File: src/rtl/timer_dev_pkg.sv
// Shared definitions for the memory-mapped timer: FSM states, register
// offsets inside the 16-byte window, CTRL field positions, MODE encodings
// and small helpers used by the register file.
package timer_dev_pkg;

    typedef enum logic [1:0] {
        ST_IDLE = 2'd0,
        ST_LOAD = 2'd1,
        ST_CNT  = 2'd2,
        ST_INT  = 2'd3
    } timer_state_e;

    // Word offsets (addr[3:2]) inside the register window
    localparam logic [1:0] OFF_CTRL     = 2'd0;
    localparam logic [1:0] OFF_PRESET   = 2'd1;
    localparam logic [1:0] OFF_COUNT    = 2'd2;
    localparam logic [1:0] OFF_UNMAPPED = 2'd3;

    // CTRL bit positions
    localparam int CTRL_EN_BIT   = 0;
    localparam int CTRL_MODE_LSB = 1;
    localparam int CTRL_MODE_MSB = 2;
    localparam int CTRL_IM_BIT   = 3;

    // MODE encodings; 2'b1x behaves as one-shot
    localparam logic [1:0] MODE_ONESHOT = 2'b00;
    localparam logic [1:0] MODE_AUTO    = 2'b01;

    // Only the exact auto-reload code reloads; every other code is one-shot
    function automatic logic is_auto_reload(input logic [1:0] mode);
        return (mode == MODE_AUTO);
    endfunction

    // Byte-lane merge of a write into an existing 32-bit register
    function automatic logic [31:0] merge_bytes(input logic [31:0] old_v,
                                                input logic [31:0] new_v,
                                                input logic [3:0]  be);
        logic [31:0] res;
        res = old_v;
        for (int b = 0; b < 4; b++) begin
            if (be[b]) begin
                res[8*b +: 8] = new_v[8*b +: 8];
            end else begin
                res[8*b +: 8] = old_v[8*b +: 8];
            end
        end
        return res;
    endfunction

endpackage

File: src/rtl/timer_dev.sv
// Memory-mapped down-counting timer with a 3-register window
// (CTRL, PRESET, COUNT) and a registered interrupt request.
// Build option: define TIMER_BYTEEN_EN for byte-granular writes
// (CTRL then honours byteen[0] only); otherwise any nonzero byteen
// writes the whole word.
module timer_dev
    import timer_dev_pkg::*;
#(
    parameter logic [31:0] BASE_ADDR = 32'h0000_7F00
) (
    input  logic        clk,
    input  logic        reset,
    input  logic [31:0] addr,
    input  logic [3:0]  byteen,
    input  logic [31:0] wdata,
    output logic [31:0] rdata,
    output logic        irq
);

    timer_state_e state_r;
    logic [3:0]   ctrl_r;
    logic [31:0]  preset_r;
    logic [31:0]  count_r;
    logic         pend_r;
    logic         irq_r;

    logic         in_window_s;
    logic [1:0]   offset_s;
    logic         write_s;
    logic         ctrl_wr_s;
    logic         preset_wr_s;
    logic [3:0]   ctrl_wval_s;
    logic [31:0]  preset_wval_s;
    logic [3:0]   ctrl_next_s;
    logic         pend_next_s;
    logic         force_idle_s;
    logic         unused_s;

    assign in_window_s  = (addr[31:4] == BASE_ADDR[31:4]);
    assign offset_s     = addr[3:2];
    assign write_s      = in_window_s && (byteen != 4'b0000);
    assign ctrl_wr_s    = write_s && (offset_s == OFF_CTRL);
    assign preset_wr_s  = write_s && (offset_s == OFF_PRESET);
    assign force_idle_s = ctrl_wr_s && !ctrl_wval_s[CTRL_EN_BIT];
    assign unused_s     = ^addr[1:0];
    assign irq          = irq_r;

    // Value a CPU write would place into CTRL and PRESET
    always_comb begin
`ifdef TIMER_BYTEEN_EN
        if (byteen[0]) begin
            ctrl_wval_s = wdata[3:0];
        end else begin
            ctrl_wval_s = ctrl_r;
        end
        preset_wval_s = merge_bytes(preset_r, wdata, byteen);
`else
        ctrl_wval_s   = wdata[3:0];
        preset_wval_s = wdata;
`endif
    end

    // Next CTRL and PEND: a CPU write to CTRL beats the FSM's EN clear and PEND set
    always_comb begin
        ctrl_next_s = ctrl_r;
        pend_next_s = pend_r;
        if (ctrl_wr_s) begin
            ctrl_next_s = ctrl_wval_s;
            pend_next_s = 1'b0;
        end else if (state_r == ST_INT) begin
            pend_next_s = 1'b1;
            if (is_auto_reload(ctrl_r[CTRL_MODE_MSB:CTRL_MODE_LSB])) begin
                ctrl_next_s = ctrl_r;
            end else begin
                ctrl_next_s = ctrl_r & 4'b1110;
            end
        end else begin
            ctrl_next_s = ctrl_r;
            pend_next_s = pend_r;
        end
    end

    // Combinational read mux; zero outside the window and at the unmapped slot
    always_comb begin
        rdata = 32'd0;
        if (in_window_s) begin
            case (offset_s)
                OFF_CTRL:     rdata = {28'd0, ctrl_r};
                OFF_PRESET:   rdata = preset_r;
                OFF_COUNT:    rdata = count_r;
                OFF_UNMAPPED: rdata = 32'd0;
                default:      rdata = 32'd0;
            endcase
        end else begin
            rdata = 32'd0;
        end
    end

    // Register file, counting FSM and interrupt flop
    always_ff @(posedge clk) begin
        if (reset) begin
            state_r  <= ST_IDLE;
            ctrl_r   <= 4'd0;
            preset_r <= 32'd0;
            count_r  <= 32'd0;
            pend_r   <= 1'b0;
            irq_r    <= 1'b0;
        end else begin
            ctrl_r <= ctrl_next_s;
            pend_r <= pend_next_s;
            irq_r  <= pend_next_s & ctrl_next_s[CTRL_IM_BIT];
            if (preset_wr_s) begin
                preset_r <= preset_wval_s;
            end
            if (force_idle_s) begin
                // Disabling through CTRL stops the timer at once, COUNT held
                state_r <= ST_IDLE;
            end else begin
                case (state_r)
                    ST_IDLE: begin
                        if (ctrl_r[CTRL_EN_BIT]) begin
                            state_r <= ST_LOAD;
                        end
                    end
                    ST_LOAD: begin
                        count_r <= preset_r;
                        state_r <= ST_CNT;
                    end
                    ST_CNT: begin
                        if (!ctrl_r[CTRL_EN_BIT]) begin
                            state_r <= ST_IDLE;
                        end else if (count_r > 32'd1) begin
                            count_r <= count_r - 32'd1;
                        end else begin
                            count_r <= 32'd0;
                            state_r <= ST_INT;
                        end
                    end
                    ST_INT: begin
                        if (is_auto_reload(ctrl_r[CTRL_MODE_MSB:CTRL_MODE_LSB])) begin
                            state_r <= ST_LOAD;
                        end else begin
                            state_r <= ST_IDLE;
                        end
                    end
                    default: begin
                        state_r <= ST_IDLE;
                    end
                endcase
            end
        end
    end

endmodule

File: config.mk
export PLATFORM = sky130hd
export DESIGN_NAME = timer_dev
export DESIGN_NICKNAME = d
export VERILOG_FILES = /design/src/rtl/timer_dev_pkg.sv /design/src/rtl/timer_dev.sv
export SDC_FILE = /design/constraint.sdc
export NUM_CORES = 1
export LEC_CHECK = 0
export BUFFER_PORTS_ARGS = -buffer_cell sky130_fd_sc_hd__buf_2
export CAP_MARGIN = 5
export CELL_PAD_IN_SITES_DETAIL_PLACEMENT = 0
export CELL_PAD_IN_SITES_GLOBAL_PLACEMENT = 1
export CORE_MARGIN = 3
export CORE_UTILIZATION = 44
export CTS_BUF_LIST = sky130_fd_sc_hd__clkbuf_4 sky130_fd_sc_hd__clkbuf_8
export DETAILED_ROUTE_END_ITERATION = 10
export PLACE_DENSITY = 0.94
export RECOVER_POWER = 25
export REMOVE_ABC_BUFFERS = 1
export SLEW_MARGIN = 10
export SYNTH_ARGS = -nofsm -noshare
export SYNTH_HDL_FRONTEND = slang
export SYNTH_SLANG_ARGS = --single-unit
File: constraint.sdc
create_clock -name clk -period 4 [get_ports clk]
set_input_delay 0.6 -clock clk [delete_from_list [all_inputs] [get_ports clk]]
set_output_delay 0.6 -clock clk [all_outputs]
set_load 0.05 [all_outputs]
==> metrics.txt <==
Setup Skew 7.66 ps; Worst-Skew Late Latency 350 ps; io pins 103; Post-synth EDFFs 0; CTS clk-pin slew, worst paths 80 ps; CP bufs+invs 3; highest clock rate 298 MHz; # Post-CTS Setup Buffers 0; VDD IR max 0.000141 V; DR vias 4490; vias per std cell 5.92; Worst Path Class, Setup in2reg; aggregate global-route resource usage 22.1%; CTS tree done; Filler Cell Count 979; Startpoint Class primary input; top cell type's share of synthesized area 32.7%; Syn Inst Count 544; DRT Wirelength 12600 µm; delay-heaviest family, CP simple AND/OR/NAND/NOR gates; area delta synth->final 15.3%; Multi-input gate area 2620 µm²; Slew @ Worst Pin 1080 ps; post-layout instance area 5080 µm²; PD cells 273 nW/µm²; Routed WL per cell 16.6 µm; largest area contributor in the netlist dfxtp_1; worst hold slack 476 ps; share of post-route cells with drive strength above 1 23.2%; initial core utilization 46.4%; number of buffers added on ports 100; YS warnings 0; Yosys reg bits 72; Tightest Hold Check Type in2reg; Final Hold Fails 0; Hold EP preset_r[21]; GP Congestion 0.858; CP max stage delay 750 ps; hold depth 3; Yosys cell types 64; ys flop type dfxtp_1; initial antenna violation count 0; Sink Count 72; # placed instances 743; # hold bufs at CTS 0; setup violators final 0; R2R Path End count_r[20]; fin crit period 3350 ps; RSZ-0062 raised after global routing false; # H-tree levels 3; FF-to-FF Start count_r[13]; Detailed Routing Iterations Pass 1 5; WP data required 4220 ps; Seq. cell area 1440 µm²; fin nets 701; period utilization 83.8%; most frequent cell after synthesis nor2_1; vias in the first global route 4361; Commonest cells post-synth 96 x nor2_1, 72 x dfxtp_1, 47 x a21oi_1; max-slew violation count 0; # DRC 0; Final ANT Viol Nets 0; Post-Syn Area per Cell 8.11 µm²; Placed Instance Area 4900 µm²; Core Box Area 9500 µm²; Final HPWL DP 8850 µm; Post-Syn Area 4410 µm²; largest net degree at the start of global routing 67; CP arrival 3580 ps; outcome complete, no violations; critical-path maximum fanout 19; max_cap viols 0; cells taking the most area after synthesis dfxtp_1 33%, mux2i_1 9.3%, nor2_1 8.2%, a21oi_1 5.3%, a22oi_1 5.1%; Worst Setup SP addr[17]; Seq/Total Area, Yosys 32.7%; Non-Filler Instances 759; remaining global-route overflow 0; Die Area 11300 µm²; DIE HEIGHT 106 µm; Critical Path End Type register; flop-to-flop setup slack 780 ps; LEAKAGE 2.02 nW; Core Util, Final 53.5%; Inserted Clock Buffers 9; width of the die 106 µm; diode count 0; worst path cell trace buf_2 > or4b_2 > nor4_1 > nand2_1 > buf_4 > nor3b_1 > clkbuf_1 > mux2i_1 > nor2_1; first-pass GRT wire length 20700 µm; Slew HR 27.6%; num rows 35; Synth async-reset ratio 0%; CTS Buffer Depth 2; cts repair resizes 0; Root Buffer clkbuf_8; Initial DRC Count 262; worst hold start wdata[21]; slowest CP cell clkbuf_1; R2R depth 7
-- metal layers --
layer | global-route usage, % | wire length [µm]
met1 | 28.5 | 5550
met2 | 37.5 | 6130
met3 | 3.04 | 726
met4 | 8.51 | 191
met5 | 0 | 0
-- metrics by stage --
stage / setup slack [ps] / setup TNS [ps] / total power, W
after floorplan: -2200 / -70400 / 0.000747
after global placement: 875 / 0 / 0.000800
after detailed placement: 812 / 0 / 0.000802
after CTS: 843 / 0 / 0.00140
after global routing: 439 / 0 / 0.00144
final: 646 / 0 / 0.00139
-- power by group --
group	leakage [nW]	internal (W)	switching [W]
Combinational	1.34	0.0000296	0.0000389
Clock	0.0989	0.000307	0.000298
Sequential	0.580	0.000716	0.00000000000298
Total	2.02	0.00105	0.000336
-- layout make-up --
cell class / count / share of cell area (%)
multi-input cells: 411 / 51.6
flip-flops and latches: 72 / 28.4
repair buffers: 112 / 11.4
well taps: 129 / 3.17
clock buffers: 10 / 2.71
inverters: 19 / 1.40
clock inverters: 6 / 1.33
-- how the worst max path moves through the flow --
stage	endpoint	slack [ps]	cells after the start
3_5_place_dp	preset_r[29]	810	9
2_1_floorplan	preset_r[0]	-2200	6
4_1_cts	rdata[27]	840	7
5_1_grt	preset_r[5]	440	9
3_3_place_gp	rdata[17]	870	7
6_report	preset_r[2]	650	9
-- registers in the layout, summed over array words and instances (netlist names) --
register and count:
count_r 32, state_r 2, pend_r 1, irq 1, ctrl_r 4, preset_r 32
-- cell families (layout without fill, tap and decap cells) --
| logic type | count (synthesis) | after routing | synth area share, % |
|---|---|---|---|
| mux | 41 | 41 | 9.31 |
| simple gates | 227 | 227 | 26.3 |
| fa+ha+maj | 6 | 6 | 1.70 |
| buf+inv | 61 | 147 | 7.75 |
| compound gates | 137 | 137 | 22.2 |
| flops | 72 | 72 | 32.7 |
-- layout by cell type (no fill, tap or decap), types with 4 or more instances in the layout --
| cell | Yosys | routed |
|---|---|---|
| buf_2 | 3 | 99 |
| nor2_1 | 96 | 96 |
| dfxtp_1 | 72 | 72 |
| a21oi_1 | 47 | 47 |
| mux2i_1 | 41 | 41 |
| nand2_1 | 30 | 31 |
| a22oi_1 | 30 | 30 |
| nor3_1 | 25 | 25 |
| o32ai_1 | 21 | 21 |
| inv_1 | 18 | 18 |
| nor4_1 | 10 | 11 |
| clkbuf_8 | 6 | 10 |
| buf_4 | 3 | 10 |
| nand3_1 | 9 | 9 |
| nand4_1 | 8 | 8 |
| a32o_1 | 6 | 6 |
| ha_1 | 6 | 6 |
| and3_1 | 5 | 5 |
| or2_2 | 5 | 5 |
| or4_1 | 5 | 5 |
| or3_1 | 4 | 4 |
| o21bai_1 | 4 | 4 |
| a32oi_1 | 4 | 4 |
-- worst register-to-register path, delay by kind of cell, from the launching register on --
family	cells	cell delay, ps
AND/OR/NAND/NOR	4	2160
AO/OA/AOI/OAI	2	280
flip-flops	1	370
buffers and inverters	1	280
Note: power is estimated with default switching activity, not from simulation.
